==> src/rtl/prewish5k_mask_arbiter.sv <==
// prewish5k_mask_arbiter
// Two-requester round-robin arbiter in front of the mentor's single mask-load
// port. Each grant produces a one-cycle load strobe with an acknowledge to the
// winner. A programmable quiet gap then follows before the next grant.
module prewish5k_mask_arbiter #(
    parameter int DATA_BITS  = 8,
    parameter int GAP_CYCLES = 8,
    parameter int GAP_BITS   = 4,
    parameter int ALIVE_BITS = 22
) (
    input  logic                 CLK_I,
    input  logic                 RST_I,
    input  logic                 REQ0_I,
    input  logic [DATA_BITS-1:0] DAT0_I,
    output logic                 ACK0_O,
    input  logic                 REQ1_I,
    input  logic [DATA_BITS-1:0] DAT1_I,
    output logic                 ACK1_O,
    output logic                 STB_O,
    output logic [DATA_BITS-1:0] DAT_O,
    output logic                 o_grant,
    output logic                 o_busy,
    output logic                 o_alive
);

    typedef enum logic [1:0] {
        ST_IDLE   = 2'd0,
        ST_STROBE = 2'd1,
        ST_GAP    = 2'd2
    } state_t;

    localparam logic [GAP_BITS-1:0] GAP_LOAD = GAP_BITS'(GAP_CYCLES);
    localparam bit                  GAP_NONE = (GAP_CYCLES == 0);

    state_t                 state_r;
    state_t                 state_s;
    logic [GAP_BITS-1:0]    gap_cnt_r;
    logic [GAP_BITS-1:0]    gap_cnt_s;
    logic                   stb_r;
    logic                   stb_s;
    logic                   ack0_r;
    logic                   ack0_s;
    logic                   ack1_r;
    logic                   ack1_s;
    logic                   grant_r;
    logic                   grant_s;
    logic                   busy_r;
    logic [DATA_BITS-1:0]   dat_r;
    logic [DATA_BITS-1:0]   dat_s;
    logic [ALIVE_BITS-1:0]  alive_r;
    logic                   any_req_s;
    logic                   pick_s;

    // Round-robin pick: a tie goes to the requester that did not win last time.
    always_comb begin
        any_req_s = REQ0_I | REQ1_I;
        if (REQ0_I && REQ1_I) begin
            pick_s = ~grant_r;
        end else if (REQ1_I) begin
            pick_s = 1'b1;
        end else begin
            pick_s = 1'b0;
        end
    end

    // State register with synchronous active-low reset.
    always_ff @(posedge CLK_I) begin
        if (!RST_I) begin
            state_r <= ST_IDLE;
        end else begin
            state_r <= state_s;
        end
    end

    // Next-state logic: IDLE -> STROBE on any request, then GAP (or IDLE when no gap).
    always_comb begin
        state_s = state_r;
        case (state_r)
            ST_IDLE: begin
                if (any_req_s) begin
                    state_s = ST_STROBE;
                end else begin
                    state_s = ST_IDLE;
                end
            end
            ST_STROBE: begin
                if (GAP_NONE) begin
                    state_s = ST_IDLE;
                end else begin
                    state_s = ST_GAP;
                end
            end
            ST_GAP: begin
                // Counter at 1 (or an impossible 0) ends the gap.
                if (gap_cnt_r <= GAP_BITS'(1)) begin
                    state_s = ST_IDLE;
                end else begin
                    state_s = ST_GAP;
                end
            end
            default: begin
                state_s = ST_IDLE;
            end
        endcase
    end

    // Output/datapath next values; strobe and ack are only raised on an IDLE grant.
    always_comb begin
        stb_s     = 1'b0;
        ack0_s    = 1'b0;
        ack1_s    = 1'b0;
        dat_s     = dat_r;
        grant_s   = grant_r;
        gap_cnt_s = gap_cnt_r;
        case (state_r)
            ST_IDLE: begin
                if (any_req_s) begin
                    stb_s   = 1'b1;
                    ack0_s  = ~pick_s;
                    ack1_s  = pick_s;
                    dat_s   = pick_s ? DAT1_I : DAT0_I;
                    grant_s = pick_s;
                end else begin
                    stb_s = 1'b0;
                end
            end
            ST_STROBE: begin
                gap_cnt_s = GAP_LOAD;
            end
            ST_GAP: begin
                // Saturate at zero so the counter never wraps.
                if (gap_cnt_r != {GAP_BITS{1'b0}}) begin
                    gap_cnt_s = gap_cnt_r - GAP_BITS'(1);
                end else begin
                    gap_cnt_s = gap_cnt_r;
                end
            end
            default: begin
                gap_cnt_s = {GAP_BITS{1'b0}};
            end
        endcase
    end

    // Registered outputs; reset drops any strobe/ack in flight.
    always_ff @(posedge CLK_I) begin
        if (!RST_I) begin
            stb_r     <= 1'b0;
            ack0_r    <= 1'b0;
            ack1_r    <= 1'b0;
            dat_r     <= {DATA_BITS{1'b0}};
            grant_r   <= 1'b1;
            gap_cnt_r <= {GAP_BITS{1'b0}};
            busy_r    <= 1'b0;
        end else begin
            stb_r     <= stb_s;
            ack0_r    <= ack0_s;
            ack1_r    <= ack1_s;
            dat_r     <= dat_s;
            grant_r   <= grant_s;
            gap_cnt_r <= gap_cnt_s;
            busy_r    <= (state_s != ST_IDLE);
        end
    end

    // Free-running alive counter, wraps naturally.
    always_ff @(posedge CLK_I) begin
        if (!RST_I) begin
            alive_r <= {ALIVE_BITS{1'b0}};
        end else begin
            alive_r <= alive_r + ALIVE_BITS'(1);
        end
    end

    assign STB_O   = stb_r;
    assign ACK0_O  = ack0_r;
    assign ACK1_O  = ack1_r;
    assign DAT_O   = dat_r;
    assign o_grant = grant_r;
    assign o_busy  = busy_r;
    assign o_alive = alive_r[ALIVE_BITS-1];

endmodule

==> config.mk <==
export PLATFORM = sky130hd
export DESIGN_NAME = prewish5k_mask_arbiter
export DESIGN_NICKNAME = d
export VERILOG_FILES = /design/src/rtl/prewish5k_mask_arbiter.sv
export SDC_FILE = /design/constraint.sdc
export NUM_CORES = 1
export LEC_CHECK = 0
export CAP_MARGIN = 20
export CORE_AREA = 3 3 76 63
export DETAILED_ROUTE_END_ITERATION = 10
export DIE_AREA = 0 0 79 66
export MAX_ROUTING_LAYER = met4
export PLACE_DENSITY = 0.72
export SLEW_MARGIN = 20
export SYNTH_ARGS = -nofsm -noshare
export SYNTH_HDL_FRONTEND = slang
export SYNTH_SLANG_ARGS = --single-unit
export TNS_END_PERCENT = 20
==> constraint.sdc <==
create_clock -name CLK_I -period 1.5 [get_ports CLK_I]
set_input_delay 0.225 -clock CLK_I [delete_from_list [all_inputs] [get_ports CLK_I]]
set_output_delay 0.225 -clock CLK_I [all_outputs]
set_load 0.05 [all_outputs]
# Word level (Yosys, flattened, before mapping)
# Index checks and enable logic that the tools add are counted.
[word_totals] wordCells=36 input_bits=20 output_inout_bits=14 regBits=41
[classes] n_bitwise=4 mux=9 order_cmp=1 n_reduce_logical=8 eq_ne=3 addsub=2
[op_table] operator="$add A22 B1 Y22 const B" n=1
[op_table] operator="$pmux W4 S3" n=1
[op_table] operator="$mux W8" n=1
[op_table] operator="$pmux W2 S3" n=1
[op_table] operator="$reduce_and A2 Y1" n=3
[op_table] operator="$le A4 B1 Y1 const B" n=1
[op_table] operator="$mux W1" n=4
[op_table] operator="$mux W4" n=1
[op_table] operator="$reduce_bool A4 Y1" n=1
[op_table] operator="$sub A4 B1 Y4 const B" n=1
[op_table] operator="$not A1 Y1" n=3
[op_table] operator="$reduce_and A3 Y1" n=1
[op_table] operator="$eq A2 B1 Y1 const B" n=1
[op_table] operator="$eq A2 B2 Y1 const B" n=1
[op_table] operator="$logic_not A2 Y1" n=1
[op_table] operator="$mux W2" n=1
[op_table] operator="$ne A2 B2 Y1 const B" n=1
[op_table] operator="$reduce_bool A2 Y1" n=1
[op_table] operator="$logic_and A1 B1 Y1" n=1
[op_table] operator="$or A1 B1 Y1" n=1

# Logic depth before layout (Yosys ltp)
[logic_depth] word_depth=4 ltp_mapped=7

# Worst setup path before layout
# OpenSTA, ideal clock, no wires.
[synth_path] path_kind="reg2reg" start="register grant_r (netlist: o_grant)" end="register dat_r[0] (netlist: DAT_O[0])" stages_incl_launch_ff=5 arrival_time_ns=1.387 synth_period_minus_slack_ns=1.472 setup_slack_ns=0.028 path_cell_list="dfxtp_1 a21boi_0 buf_4 mux2i_1 a211oi_1"
[synth_via] elab_chain_cells=3
[synth_lines] item="from (decl)" line="45" text="logic grant_r;"
[synth_lines] item="from (signal assigned)" line="159" text="grant_r <= grant_s;"
[synth_lines] item="$not A1 Y1" line="58" text="pick_s = ~grant_r;"
[synth_lines] item="$mux W1" line="57" text="if (REQ0_I && REQ1_I) begin"
[synth_lines] item="$mux W8" line="121" text="dat_s = pick_s ? DAT1_I : DAT0_I;"
[synth_lines] item="to (signal assigned)" line="150" text="dat_r <= {DATA_BITS{1'b0}};"
[synth_lines] item="to (signal assigned)" line="158" text="dat_r <= dat_s;"
[synth_lines] item="to (decl)" line="48" text="logic [DATA_BITS-1:0] dat_r;"
# Every way passes these cells.
# A chain may end at the register's enable or synchronous reset.

# Final worst setup path
[layout_path] start="register alive_r[0]" end="register alive_r[18]"
[layout_via] elab_chain_cells=1
[layout_lines] item="from (decl)" line="50" text="logic [ALIVE_BITS-1:0] alive_r;"
[layout_lines] item="from (signal assigned)" line="168" text="alive_r <= {ALIVE_BITS{1'b0}};"
[layout_lines] item="from (signal assigned)" line="170" text="alive_r <= alive_r + ALIVE_BITS'(1);"
[layout_lines] item="$add A22 B1 Y22" line="170"
# Every way passes these cells.

==> impl_metrics.yaml <==
cts:
  post_cts_resize_count: 0
  post_cts.repair.setup_buffers: 0
  cts_buffer_depth: 2
  clock_tree_from_tritoncts: "done"
  cts_max_level: 2
  numClockSinks: 41
  clk_latency_worst_skew_pair_ps: 290
  clk_pin_slew_ps: 80
  clockRootBuffer: "clkbuf_8"
  holdBufCountCts: 0
  cts-buffers-inserted: 5
worst_setup_path:
  timing.critical_path.required_ps: 1680
  worst_ep_arrival_time_ps: 1590
  rrSetupSlack_ps: 100
  cp-end-kind: "flop"
  crit_path_start_kind: "flop"
  timing_worst_setup_path_type: "flop to flop"
  cp_max_fo: 4
  worst_r2r_path_depth: 5
timing:
  setup_viol: 0
  layout_setup_ws_ps: 97.7
  slew_viol_final: 0
  holdWs_ps: 478
  setup_repair_after_global_routing_missed_its_margin: "true"
  hold_viol_final: 0
  max_freq_mhz: 713
  final.period_utilization: 0.935
  final_period_minus_worst_setup_slack_ps: 1400
  relSlewSlack: 0.789
  setup_total_negative_slack_ps: 0
  skew_ps: 5.56
  timing_worst_slew_pin_value_ps: 314
logic_synthesis:
  synth.yosys.warnings: 0
  largest_family_of_logic_cells_by_synthesized_area: "simple AND/OR/NAND/NOR gates"
  synth_simple_gate_area_frac: 0.251
  synth.distinct_cells: 36
  yosysMostFrequentCell: "dfxtp_1"
  syn_inst: 204
  compound_gate_portion_of_the_synthesized_area: 0.0838
  synth.top_cells.by_area: "dfxtp_1 (44%), mux2i_1 (9.1%), nor2_1 (6.2%)"
  async_flop_share: 0
  synthFlopType: "dfxtp_1"
  synth_fp_nets: 232
  post_synth_xor_area_fraction: 0.0516
  post_synth_fa_ha_maj_area_fraction: 0.0536
  syn_avg_cell_area_um2: 9.15
  synth.cells.most_frequent: "dfxtp_1 (41), nor2_1 (31), mux2i_1 (17)"
  portion_of_the_post_synthesis_area_used_by_sequential_elements: 0.440
  synth-seq-cells: 41
  yosys-mux-area-fraction: 0.0912
  synth.largest_area_cell: "dfxtp_1"
  synth_area_um2: 1870
  synth-edff-count: 0
  synth_top_area_frac: 0.440
drt:
  wire_length_after_detailed_routing_um: 3640
  drc: 0
  post_drt_wl_per_cell_um: 11.5
  route.detailed.vias_per_inst: 4.96
  drt_iter0_markers: 84
  drt_pass1_iterations: 4
  residual_antenna_violating_net_count_after_detailed_routing: 0
  routed-via-count: 1572
job:
  max_cap_violations: 0
global_routing:
  globalRouteMet2Util: 0.246
  antenna_found_initial: 0
  grt_use_met1: 0.201
  grt_use_total: 0.159
  gr-usage-met3: 0.0599
  grt.busiest_layer: "met2"
  grt_pass1_wl_um: 6530
  grt_remaining_overflow: 0
  maximum_number_of_pins_on_one_net_before_global_route_repair: 23
  number_of_global_route_vias_before_repair: 1506
final_layout:
  num-fill-cells: 389
  stdcell_count: 317
  n_antenna_cell: 0
  final_core_utilization: 0.610
  finalNetCount: 287
  drive_above_1_share: 0.204
  synthToLayoutAreaGrowth_pct: 35.7
  design_area_um2: 2530
placement:
  port_buffers: 33
  dpl-instance-area_um2: 2390
  placed_cells: 309
  preCtsSetupSlack_ps: -26.6
  detailedPlacementHpwl_um: 2810
  finalWeightedCongestion: 0.776
die:
  chipHeight_um: 66
  fp-row-count: 21
  pin_count: 34
  die_w_um: 79
  design.core.area_um2: 4150
  die-area_um2: 5210
  initial_core_utilization: 0.450
worst_hold_path:
  worstHoldPathCells: 2
  hold_path_class: "flop to flop"
power_and_ir_drop:
  cellPowerDensity_nw_per_um2: 1030
  power.ir.vdd_worst_v: 0.000535
  leakage_nw: 1.07
  total_power_mw: 2.60
run_status:
  outcome: "finished clean"
[layout make-up]
type,count,area [um2],share of cell area
Multi-Input combinational cell,150,1020,0.401
Sequential cell,41,821,0.324
Timing Repair Buffer,55,485,0.192
Clock buffer,7,86.3,0.0341
Tap cell,57,71.3,0.0281
Clock inverter,1,30.0,0.0119
Inverter,6,22.5,0.00889
[worst max-delay path, stage by stage, from the launching register on]
cell     delay, ps
dfxtp_1        340
ha_1           170
nand2_1        140
nor4_4         370
nand3_1        140
mux2i_1        140
[state kept, by name (all words and copies together), names as in the netlist, 2 cells and up]
| signal | flops |
|---|---|
| DAT_O | 8 |
| gap_cnt_r | 4 |
| alive_r | 22 |
| state_r | 2 |
[power by group]
group	switching, mW	internal [mW]
combinational	0.297	0.224
sequential	0.0308	1.14
clock	0.366	0.543
[placed cells by master, fill, tap and decap left out, drive strengths merged]
cell,instances
nand2,13
nand2b,8
nor2b,1
or4,1
ha,8
nor2,31
o21ai,4
mux2i,17
o22ai,1
nand4,5
nor4,1
nor3,4
a21boi,1
and2,1
nand3,15
buf,36
clkdlybuf4s50,19
a31oi,2
a41o,1
and3,6
a21oi,5
bufinv,1
xnor2,6
xor2,5
o21a,1
nand4bb,1
clkbuf,7
dfxtp,41
inv,6
a211oi,8
o31ai,1
or3,1
and4,2
[cells by family after synthesis]
logic type / Yosys count
flops: 41
simple gates: 90
mux: 17
fa+ha+maj: 8
xor+xnor: 11
compound gates: 24
buf+inv: 13
[worst paths after layout]
| check | startpoint | to |
|---|---|---|
| max reg2reg | alive_r[0] | alive_r[18] |
| max | alive_r[0] | alive_r[18] |
| min | alive_r[16] | alive_r[16] |
| min reg2reg | alive_r[16] | alive_r[16] |
[per-layer routing]
layer	part of all wire	vias to the layer above
met5	0	-
met4	0.0085	0
met3	0.065	5
met2	0.42	36
met1	0.50	710
li1	-	821
Power figures use the tool's default switching activity.
